## src/rtl/cla_pkg.sv

```systemverilog
// Shared constants and the per-stage pipeline record for the pipelined CLA subtractor.
// Record fields are sized for the widest supported operand; narrower builds use the low bits.
package cla_pkg;

    localparam int CLA_SLICE_W = 4;
    localparam int CLA_MAX_W   = 64;

    typedef struct packed {
        logic                 valid;
        logic                 op;
        logic                 carry;
        logic [CLA_MAX_W-1:0] a;
        logic [CLA_MAX_W-1:0] b;
        logic [CLA_MAX_W-1:0] d;
    } cla_stage_t;

endpackage

```

## src/rtl/cla4_slice.sv

```systemverilog
// Combinational 4-bit carry-look-ahead adder slice (generate/propagate form).
module cla4_slice
    import cla_pkg::*;
(
    input  logic [CLA_SLICE_W-1:0] a,
    input  logic [CLA_SLICE_W-1:0] b,
    input  logic                   ci,
    output logic [CLA_SLICE_W-1:0] s,
    output logic                   co
);

    logic [3:0] g;
    logic [3:0] p;
    logic [3:0] c;

    assign g = a & b;
    assign p = a ^ b;

    assign c[0] = ci;
    assign c[1] = g[0] | (p[0] & ci);
    assign c[2] = g[1] | (p[1] & g[0]) | (p[1] & p[0] & ci);
    assign c[3] = g[2] | (p[2] & g[1]) | (p[2] & p[1] & g[0]) | (p[2] & p[1] & p[0] & ci);
    assign co   = g[3] | (p[3] & g[2]) | (p[3] & p[2] & g[1]) | (p[3] & p[2] & p[1] & g[0])
                | (p[3] & p[2] & p[1] & p[0] & ci);

    assign s = p ^ c;

endmodule

```

## src/rtl/cla_pipe_subtractor.sv

```systemverilog
// Pipelined WIDTH-bit subtractor, one 4-bit CLA slice per stage, global-stall valid/ready.
// Define CLA_PIPE_ADD_EN to add the in_op port (0 = subtract, 1 = add).
module cla_pipe_subtractor
    import cla_pkg::*;
#(
    parameter int WIDTH = 16
)
(
    input  logic             clk,
    input  logic             rst,
    input  logic             in_valid,
    output logic             in_ready,
    input  logic [WIDTH-1:0] in_a,
    input  logic [WIDTH-1:0] in_b,
`ifdef CLA_PIPE_ADD_EN
    input  logic             in_op,
`endif
    output logic             out_valid,
    input  logic             out_ready,
    output logic [WIDTH-1:0] out_d,
    output logic             out_borrow,
    output logic             out_ovf,
    output logic             out_zero
);

    localparam int NSTG = WIDTH / CLA_SLICE_W;
    localparam int MSB  = WIDTH - 1;

    cla_stage_t             st  [NSTG];
    cla_stage_t             nxt [NSTG];
    logic [CLA_SLICE_W-1:0] sa  [NSTG];
    logic [CLA_SLICE_W-1:0] sb  [NSTG];
    logic [CLA_SLICE_W-1:0] ss  [NSTG];
    logic                   sci [NSTG];
    logic                   sco [NSTG];

    logic             op_in;
    logic [WIDTH-1:0] b_eff;
    logic             stall;
    cla_stage_t       last;

`ifdef CLA_PIPE_ADD_EN
    assign op_in = in_op;
`else
    assign op_in = 1'b0;
`endif

    // b is stored already in its added form, so later stages never need the op to pick it.
    assign b_eff = op_in ? in_b : ~in_b;

    for (genvar k = 0; k < NSTG; k++) begin : g_stage
        if (k == 0) begin : g_first
            assign sa[k]  = in_a[CLA_SLICE_W-1:0];
            assign sb[k]  = b_eff[CLA_SLICE_W-1:0];
            assign sci[k] = ~op_in;
        end else begin : g_rest
            assign sa[k]  = st[k-1].a[k*CLA_SLICE_W +: CLA_SLICE_W];
            assign sb[k]  = st[k-1].b[k*CLA_SLICE_W +: CLA_SLICE_W];
            assign sci[k] = st[k-1].carry;
        end

        cla4_slice u_slice (
            .a  (sa[k]),
            .b  (sb[k]),
            .ci (sci[k]),
            .s  (ss[k]),
            .co (sco[k])
        );
    end

    always_comb begin
        nxt[0]                       = '0;
        nxt[0].valid                 = in_valid;
        nxt[0].op                    = op_in;
        nxt[0].a[WIDTH-1:0]          = in_a;
        nxt[0].b[WIDTH-1:0]          = b_eff;
        nxt[0].d[CLA_SLICE_W-1:0]    = ss[0];
        nxt[0].carry                 = sco[0];
        for (int k = 1; k < NSTG; k++) begin
            nxt[k]                                 = st[k-1];
            nxt[k].d[k*CLA_SLICE_W +: CLA_SLICE_W] = ss[k];
            nxt[k].carry                           = sco[k];
        end
    end

    assign stall    = st[NSTG-1].valid & ~out_ready;
    assign in_ready = ~stall;

    always_ff @(posedge clk) begin
        if (rst) begin
            for (int k = 0; k < NSTG; k++) st[k] <= '0;
        end else if (!stall) begin
            for (int k = 0; k < NSTG; k++) st[k] <= nxt[k];
        end
    end

    assign last      = st[NSTG-1];
    assign out_valid = last.valid;
    assign out_d     = last.d[WIDTH-1:0];

    // Flags gated by valid so they read 0 out of reset; with b stored in added form,
    // one overflow rule covers both subtract and add.
    assign out_borrow = last.valid & (last.carry ~^ last.op);
    assign out_ovf    = last.valid & (last.a[MSB] == last.b[MSB]) & (last.d[MSB] != last.a[MSB]);
    assign out_zero   = last.valid & ~|out_d;

endmodule

```

## config.mk

```make
export PLATFORM = sky130hd
export DESIGN_NAME = cla_pipe_subtractor
export DESIGN_NICKNAME = d
export VERILOG_FILES = /design/src/rtl/cla_pkg.sv /design/src/rtl/cla4_slice.sv /design/src/rtl/cla_pipe_subtractor.sv
export SDC_FILE = /design/constraint.sdc
export NUM_CORES = 1
export LEC_CHECK = 0
export BUFFER_PORTS_ARGS = -buffer_cell sky130_fd_sc_hd__buf_2
export CAP_MARGIN = 15
export CORE_MARGIN = 4
export CORE_UTILIZATION = 54
export DETAILED_ROUTE_END_ITERATION = 12
export GPL_TIMING_DRIVEN = 0
export PLACE_DENSITY = 0.75
export SYNTH_ARGS = -nofsm -noshare
export SYNTH_HDL_FRONTEND = slang
export SYNTH_SLANG_ARGS = --single-unit
```

## constraint.sdc

```tcl
create_clock -name clk -period 7.82 [get_ports clk]
set_input_delay 0.782 -clock clk [delete_from_list [all_inputs] [get_ports clk]]
set_output_delay 0.782 -clock clk [all_outputs]
set_load 0.03 [all_outputs]
```

==> impl_metrics.env <==
export IMPL_status="completed"
export IMPL_cts_setup_buffers=0
export IMPL_drv_slew=0
export IMPL_cts_root_buf="clkbuf_8"
export IMPL_cp_endpoint="out_zero"
export IMPL_startpoint="st[3][15]"
export IMPL_grt_max_degree=60
export IMPL_io_pins=57
export IMPL_dp_cells=468
export IMPL_grt_pass1_vias=2524
export IMPL_nNetsFinal=433
export IMPL_power_total_mw=1.09
export IMPL_r2r_slack_ns=5.79
export IMPL_crit_path_top_delay_cell="edfxtp_1"
export IMPL_worstPathCellList="nor4b_1, nand4_1, nor4_1, buf_2"
export IMPL_cap_violations=0
export IMPL_grt_overflow=0
export IMPL_ant_nets=0
export IMPL_path_delay_family="simple AND/OR/NAND/NOR gates"
export IMPL_yosysSeqAreaShare=0.670
export IMPL_clock_sinks=98
export IMPL_synth_cell_type_count=36
export IMPL_grt_usage=0.163
export IMPL_hold_viol_final=0
export IMPL_largest_reg_flops=98
export IMPL_crit_arrival_ns=1.80
export IMPL_initial_core_util=0.562
export IMPL_cts_resized=0
export IMPL_slew_headroom=0.636
export IMPL_path_buf_inv=1
export IMPL_critPathKind="reg -> out"
export IMPL_synth_area_mm2=0.00439
export IMPL_row_count=32
export IMPL_crit_cells=4
export IMPL_cts_buffers=9
export IMPL_drive_above_1_share=0.259
export IMPL_cp_data_required_time_ns=7.04
export IMPL_layout_cells_non_filler=484
export IMPL_core_mm2=0.00781
export IMPL_crit_fanout=4
export IMPL_worst_slack_ns=5.24
export IMPL_antenna_found_initial=0
export IMPL_ys_ff_latch=98
export IMPL_wirelength_um=7620
export IMPL_first_pass_iters=4
export IMPL_io_buffers=56
export IMPL_finalClockSkew_ns=0.00744
export IMPL_r2r_end="st[2][1]"
export IMPL_postSynthCellCount=309
export IMPL_viasPerCell=5.29
export IMPL_top_register="st"
export IMPL_hold_path_class="reg -> reg"
export IMPL_clk_pin_slew_ns=0.09
export IMPL_die_w_um=98.2
export IMPL_place_gp_congestion=0.772
export IMPL_vias=2560
export IMPL_startpoint_type="register"
export IMPL_fp_dieH_um=98.2
export IMPL_tightest_slew_ns=0.545
export IMPL_fmax_ghz=0.387
export IMPL_insertion_delay_ns=0.35
export IMPL_dp_hpwl_um=5200
export IMPL_place_ws_ns=5.35
export IMPL_drt_iter0_drc=162
export IMPL_grt_pass1_wl_um=12100
export IMPL_syn_avg_cell_area_um2=14.2
export IMPL_r2r_start="st[3][194]"
export IMPL_antenna_cells=0
export IMPL_dieArea_mm2=0.00964
export IMPL_clk_path_buf_depth=2
export IMPL_p_per_area_mw_per_mm2=215
export IMPL_wl_per_cell_um=15.7
export IMPL_area_growth_pct=15.4
export IMPL_cts_tree="done"
export IMPL_yosysWarnings=0
export IMPL_post_route_period_util=0.331
export IMPL_endpoint_kind="output port"
export IMPL_crit_path_max_incr_delay_ns=0.44
export IMPL_grt_setup_unrepaired="no"
export IMPL_reg2regPathDepth=5
export IMPL_route_detailed_drc=0
export IMPL_setup_tns_ns=0
export IMPL_fin_util=0.649
export IMPL_htree_levels=3
export IMPL_syn_nets=365
export IMPL_p_leak_nw=2.52
export IMPL_ctsHoldBuffers=0
export IMPL_irDropWorstVdd_v=0.000102
export IMPL_setup_violations=0
export IMPL_layout_min_cycle_time_ns=2.58
export IMPL_top_regs="st x98"
[Yosys cell counts (all sizes together)]
| master | count | area (µm²) |
|---|---|---|
| and2 | 1 | 6.26 |
| xor2 | 1 | 8.76 |
| a211o | 2 | 17.5 |
| ha | 17 | 213 |
| nor4b | 1 | 8.76 |
| o21a | 3 | 22.5 |
| nor3 | 4 | 20.0 |
| fa | 3 | 60.1 |
| edfxtp | 98 | 2940 |
| nor2 | 21 | 78.8 |
| nand3 | 6 | 30.0 |
| xnor2 | 3 | 26.3 |
| o2bb2ai | 4 | 35.0 |
| a211oi | 4 | 30.0 |
| inv | 8 | 30.0 |
| a21oi | 1 | 8.76 |
| nand2b | 2 | 12.5 |
| nor2b | 1 | 6.26 |
| and3 | 70 | 438 |
| o21ai | 2 | 10.0 |
| o21ba | 2 | 20.0 |
| nand2 | 3 | 11.3 |
| clkbuf | 13 | 48.8 |
| nand3b | 3 | 22.5 |
| o22ai | 1 | 6.26 |
| or2 | 1 | 6.26 |
| a21boi | 1 | 7.51 |
| a21o | 3 | 22.5 |
| mux2i | 4 | 40.0 |
| buf | 22 | 175 |
| nand4 | 1 | 6.26 |
| nor4 | 3 | 18.8 |
[cell type report]
cell class / instances / area [µm²]
inverter: 8 / 30.0
fill: 583 / 2740
timing repair buffer: 57 / 308
tap: 102 / 128
sequential: 98 / 2940
clock inverter: 7 / 108
buffer: 35 / 224
clock buffer: 9 / 124
multi-input combinational: 168 / 1200
[per-stage QoR]
stage                     hold slack (ns)  area (µm²)
after floorplan                     0.528        4390
after global placement              0.532        4800
after detailed placement            0.538        4830
after CTS                           0.554        5060
after global routing                0.574        5060
final                               0.553        5060
[worst min-delay path by stage]
| stage | startpoint | cells past startpoint | endpoint | slack, ns |
|---|---|---|---|---|
| after CTS | st[1][141] | 1 | st[2][141] | 0.55 |
| after floorplan | st[0][79] | 1 | st[1][79] | 0.53 |
| after global routing | st[2][0] | 1 | st[3][0] | 0.57 |
| final | st[1][141] | 1 | st[2][141] | 0.55 |
| after global placement | st[0][140] | 1 | st[1][140] | 0.53 |
| after detailed placement | st[0][141] | 1 | st[1][141] | 0.54 |
[kinds of logic after synthesis]
kind of cell / synth area share
compound gates: 0.0410
xor+xnor: 0.00798
fa+ha+maj: 0.0621
buf+inv: 0.0579
flops: 0.670
mux: 0.00912
simple gates: 0.152
[layout by cell type, fill, tap and decap left out, types with 4 or more instances in the layout]
cell / synthesis / layout
a211oi_1: 4 / 4
and3_1: 70 / 70
buf_2: 2 / 58
buf_4: 17 / 17
clkbuf_1: 13 / 13
clkbuf_8: 0 / 9
edfxtp_1: 98 / 98
ha_1: 17 / 17
inv_1: 7 / 7
mux2i_1: 4 / 4
nand3_1: 6 / 6
nor2_1: 21 / 21
nor3_1: 4 / 4
o2bb2ai_1: 4 / 4
[power breakdown]
part,leakage [nW],internal [mW],switching (mW),total [mW]
sequential,1.16,0.611,0.0120,0.623
clock,0.118,0.209,0.163,0.372
combinational,1.24,0.0440,0.0511,0.0951
[per-layer routing]
| metal | vias up | global-route usage | share of wire |
|---|---|---|---|
| met5 | - | 0 | 0 |
| li1 | 1276 | - | - |
| met3 | 13 | 0.0421 | 0.063 |
| met1 | 1195 | 0.205 | 0.44 |
| met4 | 0 | 0.0630 | 0.017 |
| met2 | 76 | 0.272 | 0.48 |
Note: power is estimated with default switching activity, not from simulation.
